File: config.mk
export PLATFORM = sky130hd
export DESIGN_NAME = unified_mem_arbiter_flat
export DESIGN_NICKNAME = d
export VERILOG_FILES = /design/src/rtl/unified_mem_arbiter_if.sv /design/src/rtl/unified_mem_arbiter.sv /design/src/flat_wrapper.sv
export SDC_FILE = /design/constraint.sdc
export NUM_CORES = 1
export LEC_CHECK = 0
export ABC_AREA = 1
export ABC_CLOCK_PERIOD_IN_PS = 8890
export BUFFER_PORTS_ARGS = -buffer_cell sky130_fd_sc_hd__buf_2
export CORE_ASPECT_RATIO = 0.75
export CORE_MARGIN = 1.5
export CORE_UTILIZATION = 40
export DETAILED_ROUTE_END_ITERATION = 12
export PLACE_DENSITY = 0.67
export SETUP_SLACK_MARGIN = 0.2
export SLEW_MARGIN = 20
export SYNTH_ARGS = -nofsm -noshare
export SYNTH_HDL_FRONTEND = slang
export SYNTH_SLANG_ARGS = --single-unit
File: constraint.sdc
create_clock -name clk_i -period 8.89 [get_ports clk_i]
set_input_delay 0.4445 -clock clk_i [delete_from_list [all_inputs] [get_ports clk_i]]
set_output_delay 0.4445 -clock clk_i [all_outputs]
set_load 0.01 [all_outputs]
File: src/rtl/unified_mem_arbiter_if.sv
// Bus bundle between the CPU core's fetch/data ports, the shared memory and the arbiter.
// The slave modport is the arbiter's view; master is the core/memory side.
interface unified_mem_arbiter_if #(
    parameter int ADDR_W = 32,
    parameter int DATA_W = 32
);
    logic              if_req_i;
    logic [ADDR_W-1:0] if_addr_i;
    logic              if_ack_o;
    logic [DATA_W-1:0] if_data_o;

    logic              d_req_i;
    logic              d_we_i;
    logic [ADDR_W-1:0] d_addr_i;
    logic [DATA_W-1:0] d_wdata_i;
    logic              d_ack_o;
    logic [DATA_W-1:0] d_rdata_o;

    logic              mem_en_o;
    logic              mem_we_o;
    logic [ADDR_W-1:0] mem_addr_o;
    logic [DATA_W-1:0] mem_wdata_o;
    logic [DATA_W-1:0] mem_rdata_i;

    logic              busy_o;

    modport slave (
        input  if_req_i, if_addr_i,
        input  d_req_i, d_we_i, d_addr_i, d_wdata_i,
        input  mem_rdata_i,
        output if_ack_o, if_data_o,
        output d_ack_o, d_rdata_o,
        output mem_en_o, mem_we_o, mem_addr_o, mem_wdata_o,
        output busy_o
    );

    modport master (
        output if_req_i, if_addr_i,
        output d_req_i, d_we_i, d_addr_i, d_wdata_i,
        output mem_rdata_i,
        input  if_ack_o, if_data_o,
        input  d_ack_o, d_rdata_o,
        input  mem_en_o, mem_we_o, mem_addr_o, mem_wdata_o,
        input  busy_o
    );
endinterface

File: src/rtl/unified_mem_arbiter.sv
// Serializes instruction-fetch and load/store accesses onto one fixed-latency memory port.
// Ties are broken round-robin against the last granted port; each access ends with a one-cycle ack.
module unified_mem_arbiter #(
    parameter int ADDR_W  = 32,
    parameter int DATA_W  = 32,
    parameter int MEM_LAT = 2
) (
    input logic                  clk_i,
    input logic                  rst_i,
    unified_mem_arbiter_if.slave bus
);

    typedef enum logic [1:0] {
        IDLE   = 2'd0,
        ACCESS = 2'd1,
        RESP   = 2'd2
    } state_t;

    localparam logic [3:0] LAST_CNT = 4'(MEM_LAT - 1);

    state_t            r_state;
    state_t            w_next;
    logic [3:0]        r_cnt;
    logic              r_lastGrantD;
    logic              r_selD;
    logic              r_we;
    logic [ADDR_W-1:0] r_addr;
    logic [DATA_W-1:0] r_wdata;
    logic [DATA_W-1:0] r_ifData;
    logic [DATA_W-1:0] r_dRdata;

    logic              w_grant;
    logic              w_grantD;
    logic              w_lastBeat;
    logic              w_memEn;
    logic              w_memWe;
    logic [ADDR_W-1:0] w_memAddr;
    logic [DATA_W-1:0] w_memWdata;
    logic              w_ifAck;
    logic              w_dAck;

    always_ff @(posedge clk_i or posedge rst_i) begin
        if (rst_i) begin
            r_state <= IDLE;
        end else begin
            r_state <= w_next;
        end
    end

    // On a tie the port that did not win last time is granted, so data wins the first tie after reset.
    always_comb begin
        w_next     = r_state;
        w_grant    = 1'b0;
        w_grantD   = 1'b0;
        w_lastBeat = (r_cnt == LAST_CNT);
        w_memEn    = 1'b0;
        w_memWe    = 1'b0;
        w_memAddr  = '0;
        w_memWdata = '0;
        w_ifAck    = 1'b0;
        w_dAck     = 1'b0;
        case (r_state)
            IDLE: begin
                if (bus.if_req_i || bus.d_req_i) begin
                    w_grant  = 1'b1;
                    w_grantD = bus.d_req_i && (!bus.if_req_i || !r_lastGrantD);
                    w_next   = ACCESS;
                end
            end
            ACCESS: begin
                w_memEn    = 1'b1;
                w_memWe    = r_we;
                w_memAddr  = r_addr;
                w_memWdata = r_wdata;
                if (w_lastBeat) begin
                    w_next = RESP;
                end
            end
            RESP: begin
                w_ifAck = !r_selD;
                w_dAck  = r_selD;
                w_next  = IDLE;
            end
            default: begin
                w_next = IDLE;
            end
        endcase
    end

    always_ff @(posedge clk_i or posedge rst_i) begin
        if (rst_i) begin
            r_cnt        <= '0;
            r_lastGrantD <= 1'b0;
            r_selD       <= 1'b0;
            r_we         <= 1'b0;
            r_addr       <= '0;
            r_wdata      <= '0;
            r_ifData     <= '0;
            r_dRdata     <= '0;
        end else begin
            case (r_state)
                IDLE: begin
                    if (w_grant) begin
                        r_selD       <= w_grantD;
                        r_lastGrantD <= w_grantD;
                        r_we         <= w_grantD && bus.d_we_i;
                        r_addr       <= w_grantD ? bus.d_addr_i : bus.if_addr_i;
                        r_wdata      <= w_grantD ? bus.d_wdata_i : '0;
                        r_cnt        <= '0;
                    end
                end
                ACCESS: begin
                    r_cnt <= r_cnt + 4'd1;
                    // Read data is only valid on the final enable cycle; stores capture nothing.
                    if (w_lastBeat) begin
                        if (!r_selD) begin
                            r_ifData <= bus.mem_rdata_i;
                        end else if (!r_we) begin
                            r_dRdata <= bus.mem_rdata_i;
                        end
                    end
                end
                default: begin
                end
            endcase
        end
    end

    assign bus.mem_en_o    = w_memEn;
    assign bus.mem_we_o    = w_memWe;
    assign bus.mem_addr_o  = w_memAddr;
    assign bus.mem_wdata_o = w_memWdata;
    assign bus.if_ack_o    = w_ifAck;
    assign bus.d_ack_o     = w_dAck;
    assign bus.if_data_o   = r_ifData;
    assign bus.d_rdata_o   = r_dRdata;
    assign bus.busy_o      = (r_state != IDLE);

endmodule
File: src/flat_wrapper.sv
// flat-port wrapper written by rule: the top's interface ports become plain ports
module unified_mem_arbiter_flat 
#(
    parameter int ADDR_W  = 32,
    parameter int DATA_W  = 32,
    parameter int MEM_LAT = 2
)
  (clk_i, rst_i, bus_if_req_i, bus_if_addr_i, bus_d_req_i, bus_d_we_i, bus_d_addr_i, bus_d_wdata_i, bus_mem_rdata_i, bus_if_ack_o, bus_if_data_o, bus_d_ack_o, bus_d_rdata_o, bus_mem_en_o, bus_mem_we_o, bus_mem_addr_o, bus_mem_wdata_o, bus_busy_o);
  unified_mem_arbiter_if #(.ADDR_W(ADDR_W), .DATA_W(DATA_W)) bus_i ();
  input logic clk_i;
  input logic rst_i;
  input wire logic [$bits(bus_i.if_req_i)-1:0] bus_if_req_i;
  input wire logic [$bits(bus_i.if_addr_i)-1:0] bus_if_addr_i;
  input wire logic [$bits(bus_i.d_req_i)-1:0] bus_d_req_i;
  input wire logic [$bits(bus_i.d_we_i)-1:0] bus_d_we_i;
  input wire logic [$bits(bus_i.d_addr_i)-1:0] bus_d_addr_i;
  input wire logic [$bits(bus_i.d_wdata_i)-1:0] bus_d_wdata_i;
  input wire logic [$bits(bus_i.mem_rdata_i)-1:0] bus_mem_rdata_i;
  output wire logic [$bits(bus_i.if_ack_o)-1:0] bus_if_ack_o;
  output wire logic [$bits(bus_i.if_data_o)-1:0] bus_if_data_o;
  output wire logic [$bits(bus_i.d_ack_o)-1:0] bus_d_ack_o;
  output wire logic [$bits(bus_i.d_rdata_o)-1:0] bus_d_rdata_o;
  output wire logic [$bits(bus_i.mem_en_o)-1:0] bus_mem_en_o;
  output wire logic [$bits(bus_i.mem_we_o)-1:0] bus_mem_we_o;
  output wire logic [$bits(bus_i.mem_addr_o)-1:0] bus_mem_addr_o;
  output wire logic [$bits(bus_i.mem_wdata_o)-1:0] bus_mem_wdata_o;
  output wire logic [$bits(bus_i.busy_o)-1:0] bus_busy_o;
  assign bus_i.if_req_i = bus_if_req_i;
  assign bus_i.if_addr_i = bus_if_addr_i;
  assign bus_i.d_req_i = bus_d_req_i;
  assign bus_i.d_we_i = bus_d_we_i;
  assign bus_i.d_addr_i = bus_d_addr_i;
  assign bus_i.d_wdata_i = bus_d_wdata_i;
  assign bus_i.mem_rdata_i = bus_mem_rdata_i;
  assign bus_if_ack_o = bus_i.if_ack_o;
  assign bus_if_data_o = bus_i.if_data_o;
  assign bus_d_ack_o = bus_i.d_ack_o;
  assign bus_d_rdata_o = bus_i.d_rdata_o;
  assign bus_mem_en_o = bus_i.mem_en_o;
  assign bus_mem_we_o = bus_i.mem_we_o;
  assign bus_mem_addr_o = bus_i.mem_addr_o;
  assign bus_mem_wdata_o = bus_i.mem_wdata_o;
  assign bus_busy_o = bus_i.busy_o;
  unified_mem_arbiter #(.ADDR_W(ADDR_W), .DATA_W(DATA_W), .MEM_LAT(MEM_LAT)) u_core (.clk_i(clk_i), .rst_i(rst_i), .bus(bus_i));
endmodule
[Word-level counts from Yosys, hierarchy flattened]
Index checks and enable logic that the tools add are counted.
Word-level totals
  output and inout port bits: 133
  memories kept: 0
  bits in read-only memories: 0
  bits of input ports: 133
  register bits after elaboration: 136
  memory bits (writable): 0
  bits in latches: 0
  logic and storage cells: 48
Operators by class
  multiply operators: 0
  reductions and logical operators: 14
  $lt $le $gt $ge: 0
  add/subtract/negate cells: 1
  divide/modulo/power cells: 0
  bitwise gates (word level): 2
  shift operators: 0
  equal/unequal tests: 6
  muxes and demuxes: 17
Operator list (number)
  $mux W32: 4
  $mux W1: 8
  $pmux W4 S2: 1
  $ne A2 B1 Y1 const B: 3
  $reduce_and A2 Y1: 3
  $add A4 B1 Y4 const B: 1
  $eq A4 B1 Y1 const B: 1
  $mux W2: 2
  $mux W4: 1
  $pmux W2 S2: 1
  $reduce_and A4 Y1: 1
  $reduce_bool A2 Y1: 2
  $reduce_and A3 Y1: 1
  $eq A2 B1 Y1 const B: 1
  $eq A2 B2 Y1 const B: 1
  $logic_and A1 B1 Y1: 2
  $logic_not A1 Y1: 2
  $logic_not A2 Y1: 1
  $logic_or A1 B1 Y1: 2
  $not A1 Y1: 2

[Logic depth before layout (Yosys ltp)]
Gate-level depths: netlist of run 1.
  depth in word-level cells: 6
  depth in mapped cells: 9
  depth with buffers taken out: 7

[Worst setup path before layout of run 1]
OpenSTA, ideal clock, no wires.
  path kind: flip-flop to output port
  from: register u_core.r_state[1]
  to: output bus_mem_addr_o[10]
  stages on the path, launching flop included: 6
  path buffers: 2
  arrival time: 1.041 ns
  data required time: 8.446 ns
  slack: 7.404 ns
  cell sequence: dfrtp_1 > inv_1 > nand2_1 > buf_2 > buf_2 > nor2_1
Between the ends
  word-level cells in the longest chain between the ends: 2
Ends and longest elaborated chain
  start, declared: line unified_mem_arbiter.sv:21  | state_t r_state;
  start signal, assigned: line unified_mem_arbiter.sv:46  | r_state <= w_next;
  $eq A2 B1 Y1: line unified_mem_arbiter.sv:62  | case (r_state)
  $mux W32: line unified_mem_arbiter.sv:62
  end, declared: line flat_wrapper.sv:25  | output wire logic [$bits(bus_i.mem_addr_o)-1:0] bus_mem_addr_o;
Every way passes these cells.

[Worst setup path after layout of run 1]
  from: register u_core.r_state[0]
  to: output bus_mem_en_o
Between the ends
  word-level cells in the longest chain between the ends: 2
Ends and longest elaborated chain
  $eq A2 B1 Y1: line unified_mem_arbiter.sv:62
  $mux W1: line unified_mem_arbiter.sv:62
  end, declared: line flat_wrapper.sv:23  | output wire logic [$bits(bus_i.mem_en_o)-1:0] bus_mem_en_o;
Every way passes these cells.

==> results.sh, run 1 <==
export IMPL_timing_hold_violations_final=0
export IMPL_holdBufCountCts=0
export IMPL_postCtsSetupRepairBufs=0
export IMPL_place_congestion=0.815
export IMPL_syn_avg_cell_area_um2=7.32
export IMPL_numClockSinks=136
export IMPL_fin_crit_ns=2.40
export IMPL_setup_viol=0
export IMPL_antenna_found_initial=1
export IMPL_vdd_drop_max_mv=0.177
export IMPL_hold_path_class="primary input to async pin"
export IMPL_cp_end_kind="output port"
export IMPL_clockBufferDepth=2
export IMPL_row_count=40
export IMPL_cp_required_ns=8.45
export IMPL_switching_share_pct=42.5
export IMPL_critPathMaxStageDelay_ns=0.61
export IMPL_syn_to_final_growth_pct=30.8
export IMPL_fin_crit_sh_pct=27.0
export IMPL_vias_per_cell=4.54
export IMPL_grt_max_degree=79
export IMPL_ant_nets=0
export IMPL_multiInputGateArea_um2=2230
export IMPL_final_common_cell="nand2_1"
export IMPL_grt_use_total_pct=21.1
export IMPL_path_cells="nand2_2 > buf_4 > inv_1 > buf_2"
export IMPL_switching_power_mw=1.36
export IMPL_power_frac_clock_pct=23.2
export IMPL_clk_pin_slew_ns=0.06
export IMPL_nNetsFinal=1281
export IMPL_fin_tns_setup_ns=0
export IMPL_synth_cell_area_um2=6620
export IMPL_placed_area_um2=8030
export IMPL_clk_insertion_delay_late_ns=0.42
export IMPL_ys_warnings_count=0
export IMPL_io_pin_count=266
export IMPL_ctsResizeCount=0
export IMPL_drv_cap=0
export IMPL_yosysSeqAreaShare_pct=51.4
export IMPL_die_width_um=152
export IMPL_grt_overflow_total=0
export IMPL_cts_buffers_inserted=17
export IMPL_cts_tree="done"
export IMPL_synthCells=905
export IMPL_fmaxAchievable_mhz=417
export IMPL_post_route_drc_count=0
export IMPL_start_kind="flop"
export IMPL_seqCellArea_um2=3400
export IMPL_io_buffers=265
export IMPL_power_frac_seq_pct=33.0
export IMPL_drt_total_wl_mm=18.1
export IMPL_worstPathArrival_ns=1.95
export IMPL_wl_per_cell_um=13.2
export IMPL_status="finished, final reports clean"
export IMPL_cts_htree_levels=4
export IMPL_synth_distinct_cells=20
export IMPL_first_iter_violations=418
export IMPL_tightest_slew_ns=0.819
export IMPL_leakage_nw=5.47
export IMPL_path_buf_inv=3
export IMPL_worst_hold_slack_ns=0.152
export IMPL_firstDrtPassIters=5
export IMPL_coreArea_um2=16100
export IMPL_cts_root_buffer="clkbuf_16"
export IMPL_path_delay_family="buffers and inverters"
export IMPL_slew_headroom_pct=45.4
export IMPL_fillerInstances=1590
export IMPL_dp_hpwl_mm=12.5
export IMPL_fin_area_um2=8660
export IMPL_grt_pass1_wl_mm=28.4
export IMPL_syn_nets=1040
export IMPL_cp_max_fo=72
export IMPL_start_util_pct=41.1
export IMPL_worstSetupPathType="flop to output port"
export IMPL_worst_path_max_delay_cell="buf_4"
export IMPL_first_global_vias=5692
export IMPL_drive_above_1_share_pct=27.4
export IMPL_power_internal_mw=1.85
export IMPL_die_h_um=114
export IMPL_power_density_nw_per_um2=371
export IMPL_skew_ns=0.00629
export IMPL_num_vias=6222
export IMPL_synth_ff_latch_count=136
export IMPL_slew_violations=0
export IMPL_most_common_layout_cells="293 x nand2_1, 265 x buf_2, 199 x inv_1"
export IMPL_pwr_share_comb_pct=43.8
export IMPL_grt_setup_unrepaired="false"
export IMPL_die_area_um2=17300
## layout make-up
cell class | count | area share [%]
antenna | 1 | 0.0289
clock buffer | 18 | 5.07
clock inverter | 14 | 2.12
inverter | 201 | 8.77
multi-input combinational | 517 | 25.7
sequential | 136 | 39.3
tap | 210 | 3.03
timing repair buffer | 273 | 16.0
## sequential cells by signal, summed over array words and instances (netlist names)
signal and flops:
u_core.bus.d_rdata_o 32, u_core.bus.if_data_o 32, u_core.r_addr 32, u_core.r_wdata 32, u_core.r_cnt 4, u_core.r_state 2
u_core.r_lastGrantD 1, u_core.r_we 1
## cell usage after synthesis (all sizes together)
cell type,instances,share of area [%]
o22ai,33,3.1
clkbuf,6,0.34
nor2,72,4.2
dfrtp,136,51
nand2,297,17
nor3,3,0.23
inv,201,11
ha,2,0.38
o21ai,6,0.51
nand3,101,7.6
buf,45,3.7
a21oi,1,0.075
xnor2,1,0.13
nand4,1,0.095
## worst reg2reg max path: stages (launching register included)
cell,delay (ns)
dfrtp_1,0.42
inv_1,0.07
ha_1,0.13
nand2_1,0.09
nor2_4,0.08
buf_4,0.54
nand2_2,0.61
nand2_1,0.22
nand2_1,0.06
## path summary, 6_finish.rpt
kind                                          start                        to  slack (ns)  depth (start not counted)
max                               u_core.r_state[0]              bus_mem_en_o        6.49                          4
min                                           rst_i  u_core.bus.d_rdata_o[20]        0.15                          2
max reg2reg                         u_core.r_cnt[1]  u_core.bus.if_data_o[30]        6.55                          8
min reg2reg                u_core.bus.d_rdata_o[31]  u_core.bus.d_rdata_o[31]        0.46                          2
max in group asynchronous                     rst_i  u_core.bus.if_data_o[23]        7.49                          3
min in group clk_i                bus_d_wdata_i[30]        u_core.r_wdata[30]        0.27                          3
## power by group through the flow
| stage | Combinational, mW | Clock [mW] | Sequential, mW |
|---|---|---|---|
| 2_1_floorplan | 0.869 | 0 | 1.11 |
| 3_3_place_gp | 1.40 | 0 | 1.06 |
| 3_5_place_dp | 1.42 | 0 | 1.06 |
| 4_1_cts | 1.43 | 0.762 | 1.06 |
| 5_1_grt | 1.60 | 0.793 | 1.09 |
| 6_report | 1.41 | 0.743 | 1.06 |
## metrics by stage
step	std cells	setup slack, ns	power, mW	util [%]
after floorplan	905	4.81	1.98	-
after detailed placement	1337	6.14	2.48	49.8
final	1370	6.49	3.21	53.8
after global routing	1370	6.32	3.48	53.8
after CTS	1369	6.17	3.25	53.7
after global placement	1337	6.19	2.46	49.8
## per-layer routing
| layer | wire, um | vias to the layer above | GRT usage (%) |
|---|---|---|---|
| li1 | - | 3157 | - |
| met1 | 8560 | 2786 | 30.0 |
| met2 | 7890 | 255 | 31.6 |
| met3 | 1320 | 24 | 4.66 |
| met4 | 318 | 0 | 7.56 |
| met5 | 0 | - | 0 |
## kinds of logic after synthesis
kind of cell / synth area share (%)
xor+xnor: 0.132
compound gates: 3.70
fa+ha+maj: 0.378
buf+inv: 15.4
flops: 51.4
simple gates: 29.0
(Power assumes the default switching activity.)
==> inputs of run 2 (changes only) <==
--- a/config.mk
+++ b/config.mk
@@ -6,13 +6,13 @@
 export NUM_CORES = 1
 export LEC_CHECK = 0
 export ABC_AREA = 1
-export ABC_CLOCK_PERIOD_IN_PS = 8890
+export ABC_CLOCK_PERIOD_IN_PS = 2100
 export BUFFER_PORTS_ARGS = -buffer_cell sky130_fd_sc_hd__buf_2
 export CORE_ASPECT_RATIO = 0.75
 export CORE_MARGIN = 1.5
 export CORE_UTILIZATION = 40
 export DETAILED_ROUTE_END_ITERATION = 12
-export PLACE_DENSITY = 0.67
+export PLACE_DENSITY = 0.7
 export SETUP_SLACK_MARGIN = 0.2
 export SLEW_MARGIN = 20
 export SYNTH_ARGS = -nofsm -noshare
==> constraint.sdc (replaced) <==
create_clock -name clk_i -period 2.1 [get_ports clk_i]
set_input_delay 0.105 -clock clk_i [delete_from_list [all_inputs] [get_ports clk_i]]
set_output_delay 0.105 -clock clk_i [all_outputs]
set_load 0.01 [all_outputs]
==> results.sh, run 2 (synthesis gave the netlist of run 1 again) <==
export IMPL_setup_viol=0
export IMPL_top_usage_layer="met2"
export IMPL_r2r_cells=7
export IMPL_cp_max_fo=18
export IMPL_finalNonFillerCells=1475
export IMPL_r2r_end="u_core.bus.d_rdata_o[18]"
export IMPL_power_frac_clock_pct=22.2
export IMPL_timing_hold_violations_final=0
export IMPL_worstSetupPathType="flop to output port"
export IMPL_hold_path_class="primary input to flop"
export IMPL_wl_per_cell_um=13.0
export IMPL_syn_to_final_growth_pct=47.4
export IMPL_post_route_drc_count=0
export IMPL_first_iter_violations=398
export IMPL_num_vias=6726
export IMPL_power_density_nw_per_um2=1420
export IMPL_fin_tns_setup_ns=0
export IMPL_grt_use_total_pct=22.2
export IMPL_vias_per_cell=4.56
export IMPL_drive_above_1_share_pct=25.4
export IMPL_final_common_cell="nand2_1"
export IMPL_ant_nets=0
export IMPL_hold_depth=7
export IMPL_io_pin_count=266
export IMPL_drv_cap=0
export IMPL_io_buffers=265
export IMPL_clk_insertion_delay_late_ns=0.42
export IMPL_status="finished, final reports clean"
export IMPL_fin_ws_ns=0.417
export IMPL_grt_overflow_total=0
export IMPL_cp_required_ns=2.00
export IMPL_power_internal_mw=8.00
export IMPL_seqCellArea_um2=3400
export IMPL_slew_violations=0
export IMPL_grt_setup_unrepaired="false"
export IMPL_use_met3_pct=5.50
export IMPL_use_met1_pct=29.8
export IMPL_dp_hpwl_mm=12.3
export IMPL_die_width_um=152
export IMPL_most_common_layout_cells="296 x nand2_1, 265 x buf_2, 199 x inv_1"
export IMPL_placed_area_um2=8170
export IMPL_clk_pin_slew_ns=0.07
export IMPL_reg2reg_slack_ns=0.57
export IMPL_final_util_pct=60.6
export IMPL_rr_startpoint="u_core.r_cnt[0]"
export IMPL_cts_buffers_inserted=17
export IMPL_fin_crit_ns=1.68
export IMPL_dp_slack_ns=0.572
export IMPL_cts_tree="done"
export IMPL_tightest_slew_ns=0.767
export IMPL_min_to="u_core.r_addr[30]"
export IMPL_coreArea_um2=16100
export IMPL_pwr_share_comb_pct=45.6
export IMPL_fin_area_um2=9770
export IMPL_start_util_pct=41.1
export IMPL_fmaxAchievable_mhz=594
export IMPL_numClockSinks=136
export IMPL_vdd_drop_max_mv=0.891
export IMPL_switching_share_pct=42.4
export IMPL_fillerInstances=1395
export IMPL_antenna_found_initial=1
export IMPL_placedCellCount=1344
export IMPL_first_global_vias=6201
export IMPL_grt_pass1_wl_mm=30.0
export IMPL_cp_end_kind="output port"
export IMPL_clockBufferDepth=2
export IMPL_nNetsFinal=1386
export IMPL_power_frac_seq_pct=32.2
export IMPL_cts_root_buffer="clkbuf_16"
export IMPL_use_met2_pct=35.2
export IMPL_slew_headroom_pct=48.8
export IMPL_place_congestion=0.843
export IMPL_row_count=40
export IMPL_die_area_um2=17300
export IMPL_firstDrtPassIters=4
export IMPL_die_h_um=114
export IMPL_switching_power_mw=5.89
export IMPL_leakage_nw=5.92
export IMPL_multiInputGateArea_um2=2220
export IMPL_start_kind="flop"
export IMPL_drt_total_wl_mm=19.1
export IMPL_holdCritStartpoint="bus_d_addr_i[30]"
export IMPL_grt_max_degree=83
export IMPL_cts_htree_levels=4
export IMPL_ctsResizeCount=0
export IMPL_worstPathArrival_ns=1.58
export IMPL_fin_crit_sh_pct=80.1
export IMPL_skew_ns=0.0102
## run 2: changes by cell type in the layout (fill, tap and decap cells not counted), sizes merged
cell | previous run | this run
buf | 273 | 280
bufinv | 3 | 2
clkbuf | 18 | 17
clkinvlp | 1 | 4
dlygate4sd3 | 0 | 98
inv | 209 | 208
## run 2: metal layers
layer  vias to the layer above  share of wire (%)
met4                         0                1.3
met5                         -                  0
met3                        20                7.2
met1                      3045                 46
li1                       3372                  -
met2                       289                 46
## run 2: how the worst max path moves through the flow
| stage | start | to | slack, ns |
|---|---|---|---|
| after floorplan | rst_i | u_core.bus.d_rdata_o[0] | 0.30 |
| after global placement | bus_d_req_i | u_core.r_addr[11] | 0.60 |
| after detailed placement | u_core.r_cnt[0] | u_core.bus.d_rdata_o[18] | 0.57 |
| after CTS | u_core.r_state[0] | bus_mem_en_o | 0.41 |
| after global routing | u_core.r_state[1] | bus_mem_wdata_o[15] | 0.28 |
| final | u_core.r_state[1] | bus_mem_wdata_o[31] | 0.42 |
## run 2: what timing repair did
item | in CTS | in global routing
hold buffers | 98 | 0
hold endpoints to repair | 265 | 0
setup buffers | 0 | 0
## run 2: area by class of cell
cell class / instances / area share (%)
Clock inverter: 15 / 1.92
Multi-Input combinational cell: 517 / 22.7
Sequential cell: 136 / 34.8
Inverter: 201 / 7.76
Antenna cell: 1 / 0.0256
Timing Repair Buffer: 378 / 25.7
Clock buffer: 17 / 4.36
Tap cell: 210 / 2.69
## run 2: worst max-delay path, stage by stage (launching register included)
cell,delay (ns)
dfrtp_1,0.37
inv_1,0.12
nand2_2,0.13
buf_4,0.23
nor2_1,0.16
buf_2,0.16
## run 2: stage by stage
| step | hold slack (ns) | power, mW |
|---|---|---|
| after global routing | 0.0882 | 15.0 |
| after CTS | 0.0468 | 14.0 |
| final | 0.0650 | 13.9 |
| after detailed placement | 0.250 | 10.7 |
| after floorplan | 0.244 | 8.38 |
| after global placement | 0.252 | 10.6 |
## run 2: power groups by stage
| stage | logic (mW) | clock network, mW | registers [mW] |
|---|---|---|---|
| after floorplan | 3.68 | 0 | 4.70 |
| final | 6.34 | 3.08 | 4.47 |
| after global routing | 7.14 | 3.27 | 4.61 |
| after global placement | 6.11 | 0 | 4.47 |
| after CTS | 6.37 | 3.15 | 4.46 |
| after detailed placement | 6.24 | 0 | 4.48 |
